### src/rtl/addr_decode_pkg.sv
// Shared types, default channel map and field helper for the chip-select decoder.
// Field values are the 16 address bits A[AW-1:AW-16]; the map gives RAM, ROM and six IO windows.
package addr_decode_pkg;

    typedef enum logic [1:0] {
        IDLE  = 2'd0,
        WAIT  = 2'd1,
        READY = 2'd2,
        ERR   = 2'd3
    } state_t;

    // Channel 0 sits in the least significant field; IO channels 2..7 decode 0x5..0xA.
    localparam logic [127:0] DEF_CH_BASE = {16'hA000, 16'h9000, 16'h8000, 16'h7000,
                                            16'h6000, 16'h5000, 16'h4000, 16'h0000};
    localparam logic [127:0] DEF_CH_MASK = {16'hF000, 16'hF000, 16'hF000, 16'hF000,
                                            16'hF000, 16'hF000, 16'hF000, 16'hC000};
    localparam logic [31:0]  DEF_CH_WS   = 32'h4F71_0532;
    localparam int           DEF_ROM_CH  = 1;
    localparam int           DEF_RAM_CH  = 0;

    function automatic logic [15:0] chan_field(input logic [255:0] vec, input logic [3:0] idx);
        return vec[{idx, 4'b0000} +: 16];
    endfunction

endpackage

### src/rtl/addr_decode_ws_counter.sv
// Loadable down-counter that holds at zero and flags the last wait cycle.
module ws_counter #(
    parameter int CW = 8
) (
    input  logic          clk,
    input  logic          rst,
    input  logic          load,
    input  logic [CW-1:0] load_val,
    input  logic          dec,
    output logic          term
);

    logic [CW-1:0] cnt_r;

    // Count register: load has priority, decrement saturates at zero.
    always_ff @(posedge clk) begin
        if (rst) begin
            cnt_r <= '0;
        end else if (load) begin
            cnt_r <= load_val;
        end else if (dec && (cnt_r != '0)) begin
            cnt_r <= cnt_r - {{(CW-1){1'b0}}, 1'b1};
        end else begin
            cnt_r <= cnt_r;
        end
    end

    assign term = (cnt_r == {{(CW-1){1'b0}}, 1'b1});

endmodule

### src/rtl/addr_decode_ws.sv
// Bus address decoder: one-hot chip selects, per-channel wait states, decode timeout
// and a boot overlay that maps low memory onto the ROM channel until ROM is addressed.
module addr_decode_ws
    import addr_decode_pkg::*;
#(
    parameter int                 AW      = 24,
    parameter int                 NCH     = 8,
    parameter int                 WSW     = 4,
    parameter int                 TOUT    = 63,
    parameter logic [NCH*16-1:0]  CH_BASE = DEF_CH_BASE,
    parameter logic [NCH*16-1:0]  CH_MASK = DEF_CH_MASK,
    parameter logic [NCH*WSW-1:0] CH_WS   = DEF_CH_WS,
    parameter int                 ROM_CH  = DEF_ROM_CH,
    parameter int                 RAM_CH  = DEF_RAM_CH
) (
    input  logic           CLK,
    input  logic           RES,
    input  logic [AW-9:0]  A,
    input  logic           nWE,
    input  logic           BACT,
    input  logic           OVLSET,
    output logic [NCH-1:0] CS,
    output logic           RDY,
    output logic           BERR,
    output logic           Overlay,
    output logic           WRCS
);

    localparam int CW = (WSW > 8) ? WSW : 8;

    state_t         state_r;
    logic [NCH-1:0] cs_r;
    logic           rdy_r;
    logic           berr_r;
    logic           wrcs_r;
    logic           ovl_r;
    logic           hit_r;
    logic           bact_r;
    logic           armed_r;

    logic [15:0]    a_top_s;
    logic [NCH-1:0] match_nov_s;
    logic [NCH-1:0] match_s;
    logic [NCH-1:0] onehot_s;
    logic [3:0]     hit_idx_s;
    logic           hit_s;
    logic [WSW-1:0] ws_s;
    logic           start_s;
    logic           load_s;
    logic [CW-1:0]  load_val_s;
    logic           dec_s;
    logic           term_s;

    // Address decode with overlay override and lowest-index priority.
    always_comb begin
        a_top_s = A[AW-9 -: 16];
        for (int i = 0; i < NCH; i++) begin
            match_nov_s[i] = ((a_top_s & chan_field(256'(CH_MASK), 4'(i)))
                              == chan_field(256'(CH_BASE), 4'(i)));
        end
        match_s = match_nov_s;
        if (ovl_r) begin
            match_s[RAM_CH] = 1'b0;
            match_s[ROM_CH] = match_s[ROM_CH] | (a_top_s[15:12] == 4'h0);
        end else begin
            match_s = match_nov_s;
        end
        hit_idx_s = 4'd0;
        for (int i = NCH - 1; i >= 0; i--) begin
            hit_idx_s = match_s[i] ? 4'(i) : hit_idx_s;
        end
        hit_s = |match_s;
        ws_s  = '0;
        for (int i = 0; i < NCH; i++) begin
            onehot_s[i] = hit_s && (hit_idx_s == 4'(i));
            ws_s        = (hit_idx_s == 4'(i)) ? CH_WS[i*WSW +: WSW] : ws_s;
        end
    end

    // A start needs BACT to have been seen low since reset, not just a cleared bact_r.
    always_comb begin
        start_s    = BACT && !bact_r && armed_r;
        load_s     = (state_r == IDLE) && start_s;
        load_val_s = hit_s ? CW'(ws_s) : CW'(TOUT);
        dec_s      = (state_r == WAIT) && BACT;
    end

    ws_counter #(
        .CW(CW)
    ) u_ws_counter (
        .clk      (CLK),
        .rst      (RES),
        .load     (load_s),
        .load_val (load_val_s),
        .dec      (dec_s),
        .term     (term_s)
    );

    // Cycle FSM with its registered outputs, overlay flag and BACT history.
    always_ff @(posedge CLK) begin
        if (RES) begin
            state_r <= IDLE;
            cs_r    <= '0;
            rdy_r   <= 1'b0;
            berr_r  <= 1'b0;
            wrcs_r  <= 1'b0;
            ovl_r   <= 1'b1;
            hit_r   <= 1'b0;
            bact_r  <= 1'b0;
            armed_r <= 1'b0;
        end else begin
            bact_r  <= BACT;
            armed_r <= armed_r | !BACT;
            if (OVLSET) begin
                ovl_r <= 1'b1;
            end else if (load_s && match_nov_s[ROM_CH]) begin
                ovl_r <= 1'b0;
            end else begin
                ovl_r <= ovl_r;
            end
            case (state_r)
                IDLE: begin
                    if (start_s) begin
                        cs_r   <= onehot_s;
                        wrcs_r <= !nWE && hit_s;
                        hit_r  <= hit_s;
                        if (hit_s && (ws_s == '0)) begin
                            state_r <= READY;
                            rdy_r   <= 1'b1;
                        end else begin
                            state_r <= WAIT;
                        end
                    end else begin
                        state_r <= IDLE;
                    end
                end
                WAIT: begin
                    if (!BACT) begin
                        state_r <= IDLE;
                        cs_r    <= '0;
                        wrcs_r  <= 1'b0;
                    end else if (term_s) begin
                        state_r <= hit_r ? READY : ERR;
                        rdy_r   <= hit_r;
                        berr_r  <= !hit_r;
                    end else begin
                        state_r <= WAIT;
                    end
                end
                READY, ERR: begin
                    if (!BACT) begin
                        state_r <= IDLE;
                        cs_r    <= '0;
                        wrcs_r  <= 1'b0;
                        rdy_r   <= 1'b0;
                        berr_r  <= 1'b0;
                    end else begin
                        state_r <= state_r;
                    end
                end
                default: begin
                    state_r <= IDLE;
                    cs_r    <= '0;
                    wrcs_r  <= 1'b0;
                    rdy_r   <= 1'b0;
                    berr_r  <= 1'b0;
                end
            endcase
        end
    end

    generate
        if (AW > 24) begin : g_low_bits
            logic unused_low_s;
            assign unused_low_s = ^A[AW-25:0];
        end
    endgenerate

    assign CS      = cs_r;
    assign RDY     = rdy_r;
    assign BERR    = berr_r;
    assign Overlay = ovl_r;
    assign WRCS    = wrcs_r;

endmodule

### config.mk
export PLATFORM = sky130hd
export DESIGN_NAME = addr_decode_ws
export DESIGN_NICKNAME = d
export VERILOG_FILES = /design/src/rtl/addr_decode_pkg.sv /design/src/rtl/addr_decode_ws_counter.sv /design/src/rtl/addr_decode_ws.sv
export SDC_FILE = /design/constraint.sdc
export NUM_CORES = 1
export LEC_CHECK = 0
export CAP_MARGIN = 20
export CORE_MARGIN = 2
export CORE_UTILIZATION = 40
export CTS_CLUSTER_SIZE = 30
export DETAILED_ROUTE_END_ITERATION = 7
export GPL_ROUTABILITY_DRIVEN = 0
export GPL_TIMING_DRIVEN = 0
export MAX_ROUTING_LAYER = met4
export PLACE_DENSITY = 0.77
export SYNTH_ARGS = -nofsm -noshare
export SYNTH_HDL_FRONTEND = slang
export SYNTH_SLANG_ARGS = --single-unit
### constraint.sdc
create_clock -name CLK -period 3.25 [get_ports CLK]
set_input_delay 0.65 -clock CLK [delete_from_list [all_inputs] [get_ports CLK]]
set_output_delay 0.65 -clock CLK [all_outputs]
set_load 0.01 [all_outputs]
==> run metrics <==
status finished clean; largest net degree at the start of global routing 16; R2R depth 6; top-area cell type share of the netlist area 0.3799; Initial Util 0.4246; placed cell areas 1563 um2; vias post-DR 1155; DRC errors left 0; dpl hpwl 2.260 mm; drt total wl 3.027 mm; Syn Area/Cell 9.024 um2; Worst Skew 4.624 ps; DR iter-0 viols 32; initial antenna violation count 0; CTS tree built; Worst-path clk slew 150 ps; final hold viol count 0; Setup Viol. Count Final 0; slew of the pin with the lowest slew margin 570.8 ps; cts repair resizes 0; YS warnings 0; required time at the worst-slack endpoint 3510 ps; Synth Area in XOR/XNOR 0.01330; Final Cycle Share 0.6440; Synth Area in Compound Gates 0.2498; hold path depth 2; die area 3769 um2; met2 WL 1.517 mm; layout cells sized above 1 0.1065; Period minus WS final 2093 ps; asr flop ratio synth 0; synth top area cells dfxtp_1, nor2_1, a21oi_1; IO Port Bufs 19; CP Launch Point A[14]; H-tree levels 1; Worst setup SP type input port; post-synthesis adder-cell area fraction 0.01899; drt wl/cell 14.21 um; ys flop type dfxtp_1; I/O Pins 33; DRT Pass-1 Iters 4; Hold WC Path Type reg2reg; layout net count 193; Lkg Pwr 0.5801 nW; Yosys cell types 53; DRT met1 WL 1.401 mm; R2R Path Start u_ws_counter.cnt_r[0]$_SDFFE_PP0P_; WP data arrival 2350 ps; die width 61.39 um; Routed Antenna Nets 0; first-pass GRT wire length 5.285 mm; CP max FO 10; Synth area leader dfxtp_1; net count after synthesis 169; Fin Setup TNS 0 ps; Worst setup EP type flop; clk sink count 25; Syn Inst Count 146; top sig layer met3; critical setup path kind in2reg; Met3 Wirelength 108 um; Num CTS Buffers 3; Clk Latency, worst-skew pair 330 ps; pre-CTS WS 833.0 ps; fin area 1593 um2; core region area 3103 um2; Hold Path Origin CS[4]$_SDFFE_PP0P_; area delta synth->final 20.89%; post-synthesis register bit count 25; # Max-Cap Violations 0; # diodes 0; post-route worst setup slack 1157 ps; Cell Pwr Density 365.2 nW/um2; Syn Std Cell Area 1318 um2; Clock Tree Buf Depth 2; DIE HEIGHT 61.39 um; Peak VDD IR 249.3 uV; Max Fclk 477.8 MHz; routed vias/inst 5.423; area share of and/or/nand/nor cells after synthesis 0.2631; Clock Tree Root clkbuf_4; largest family of logic cells by synthesized area simple AND/OR/NAND/NOR gates; Setup Buffers After CTS 0; number of global-route vias before repair 1179; RSZ-0062 raised after global routing false; post-synthesis mux area share 0.01614; all-layer global routing usage 0.1892; cts hold-fix bufs 0; sequential share of the synthesized area 0.3799; Final Power 0.5817 mW; residual overflow from global routing 0; Post-synth EDFFs 0; Max Slew Vio Count 0; row count 20; Slew HR 0.6159
==> stage by stage <==
stage,util,cells,hold WS [ps]
floorplan,-,146,438.6
global placement,0.5036,209,445.8
detailed placement,0.5036,209,454.3
CTS,0.5133,213,477.5
global route,0.5133,213,499.5
finish,0.5133,213,474.7
==> path summary, 6_finish.rpt <==
| kind | endpoint | slack, ps |
|---|---|---|
| hold / removal | CS[4]$_SDFFE_PP0P_ | 470 |
| setup / recovery | u_ws_counter.cnt_r[3]$_SDFFE_PP0P_ | 1160 |
| hold reg to reg | CS[4]$_SDFFE_PP0P_ | 470 |
| setup reg to reg | u_ws_counter.cnt_r[3]$_SDFFE_PP0P_ | 1450 |
==> worst max-delay path, cell delays in order <==
cell	delay (ps)
clkdlybuf4s50_1	470
clkbuf_1	250
nor4_1	570
nand2_1	190
a211oi_1	220
==> cell usage in the layout (no fill, tap or decap), drive strengths merged, types with 2 or more instances in the layout <==
master / netlist / layout
inv: 9 / 9
clkdlybuf4s50: 0 / 19
nor2: 20 / 20
dfxtp: 25 / 25
a211o: 2 / 2
a31oi: 2 / 2
nor4bb: 2 / 2
nand4: 2 / 2
a21oi: 10 / 10
nand3: 2 / 2
and4: 2 / 2
xor2: 2 / 2
a22oi: 4 / 4
o311a: 2 / 2
clkbuf: 5 / 8
nor4: 2 / 2
nor2b: 3 / 3
a21o: 3 / 3
nor3: 6 / 6
or3: 2 / 2
nand2: 8 / 8
a32oi: 3 / 3
nand2b: 2 / 2
ha: 2 / 2
o21ai: 2 / 2
a211oi: 3 / 3
==> registers in the layout, summed over array words and instances (netlist names) <==
| signal | count |
|---|---|
| Overlay | 1 |
| bact_r | 1 |
| u_ws_counter.cnt_r | 8 |
| BERR | 1 |
| state_r | 2 |
| hit_r | 1 |
| WRCS | 1 |
| RDY | 1 |
| armed_r | 1 |
| CS | 8 |
==> final cells by class <==
type | count | area (um2)
fillers | 312 | 1510
multi-input cells | 106 | 739.5
flip-flops and latches | 25 | 500.5
repair buffers | 19 | 190.2
well taps | 44 | 55.05
plain buffers | 6 | 43.79
inverters | 9 | 33.78
clock buffers | 3 | 22.52
clock inverters | 1 | 7.507
==> cells in the mapped netlist (3+ instances only) <==
master and count:
a22oi_1 4, nor2b_1 3, a21oi_1 9, a211oi_1 3, a21o_1 3, inv_1 9
dfxtp_1 25, nor3_1 5, nand2_1 8, clkbuf_1 3, nor2_1 20, a32oi_1 3
==> metal layers <==
metal / track usage / up-vias
met5: - / -
met4: 0.009119 / 0
met3: 0.04202 / 0
met2: 0.3252 / 18
met1: 0.2406 / 550
li1: - / 587
==> kinds of logic (layout without fill, tap and decap cells) <==
group           after synthesis  after routing
buf+inv                      15             38
simple gates                 59             59
compound gates               41             41
flops                        25             25
fa+ha+maj                     2              2
xor+xnor                      2              2
mux                           2              2
==> where the power goes <==
part / total (mW) / leakage [nW] / switching, mW / internal, mW
registers: 0.327 / 0.203 / 0.0102 / 0.316
logic: 0.107 / 0.363 / 0.0595 / 0.0480
clock network: 0.148 / 0.0139 / 0.100 / 0.0472
No activity file was read; power rests on OpenSTA's default activity.
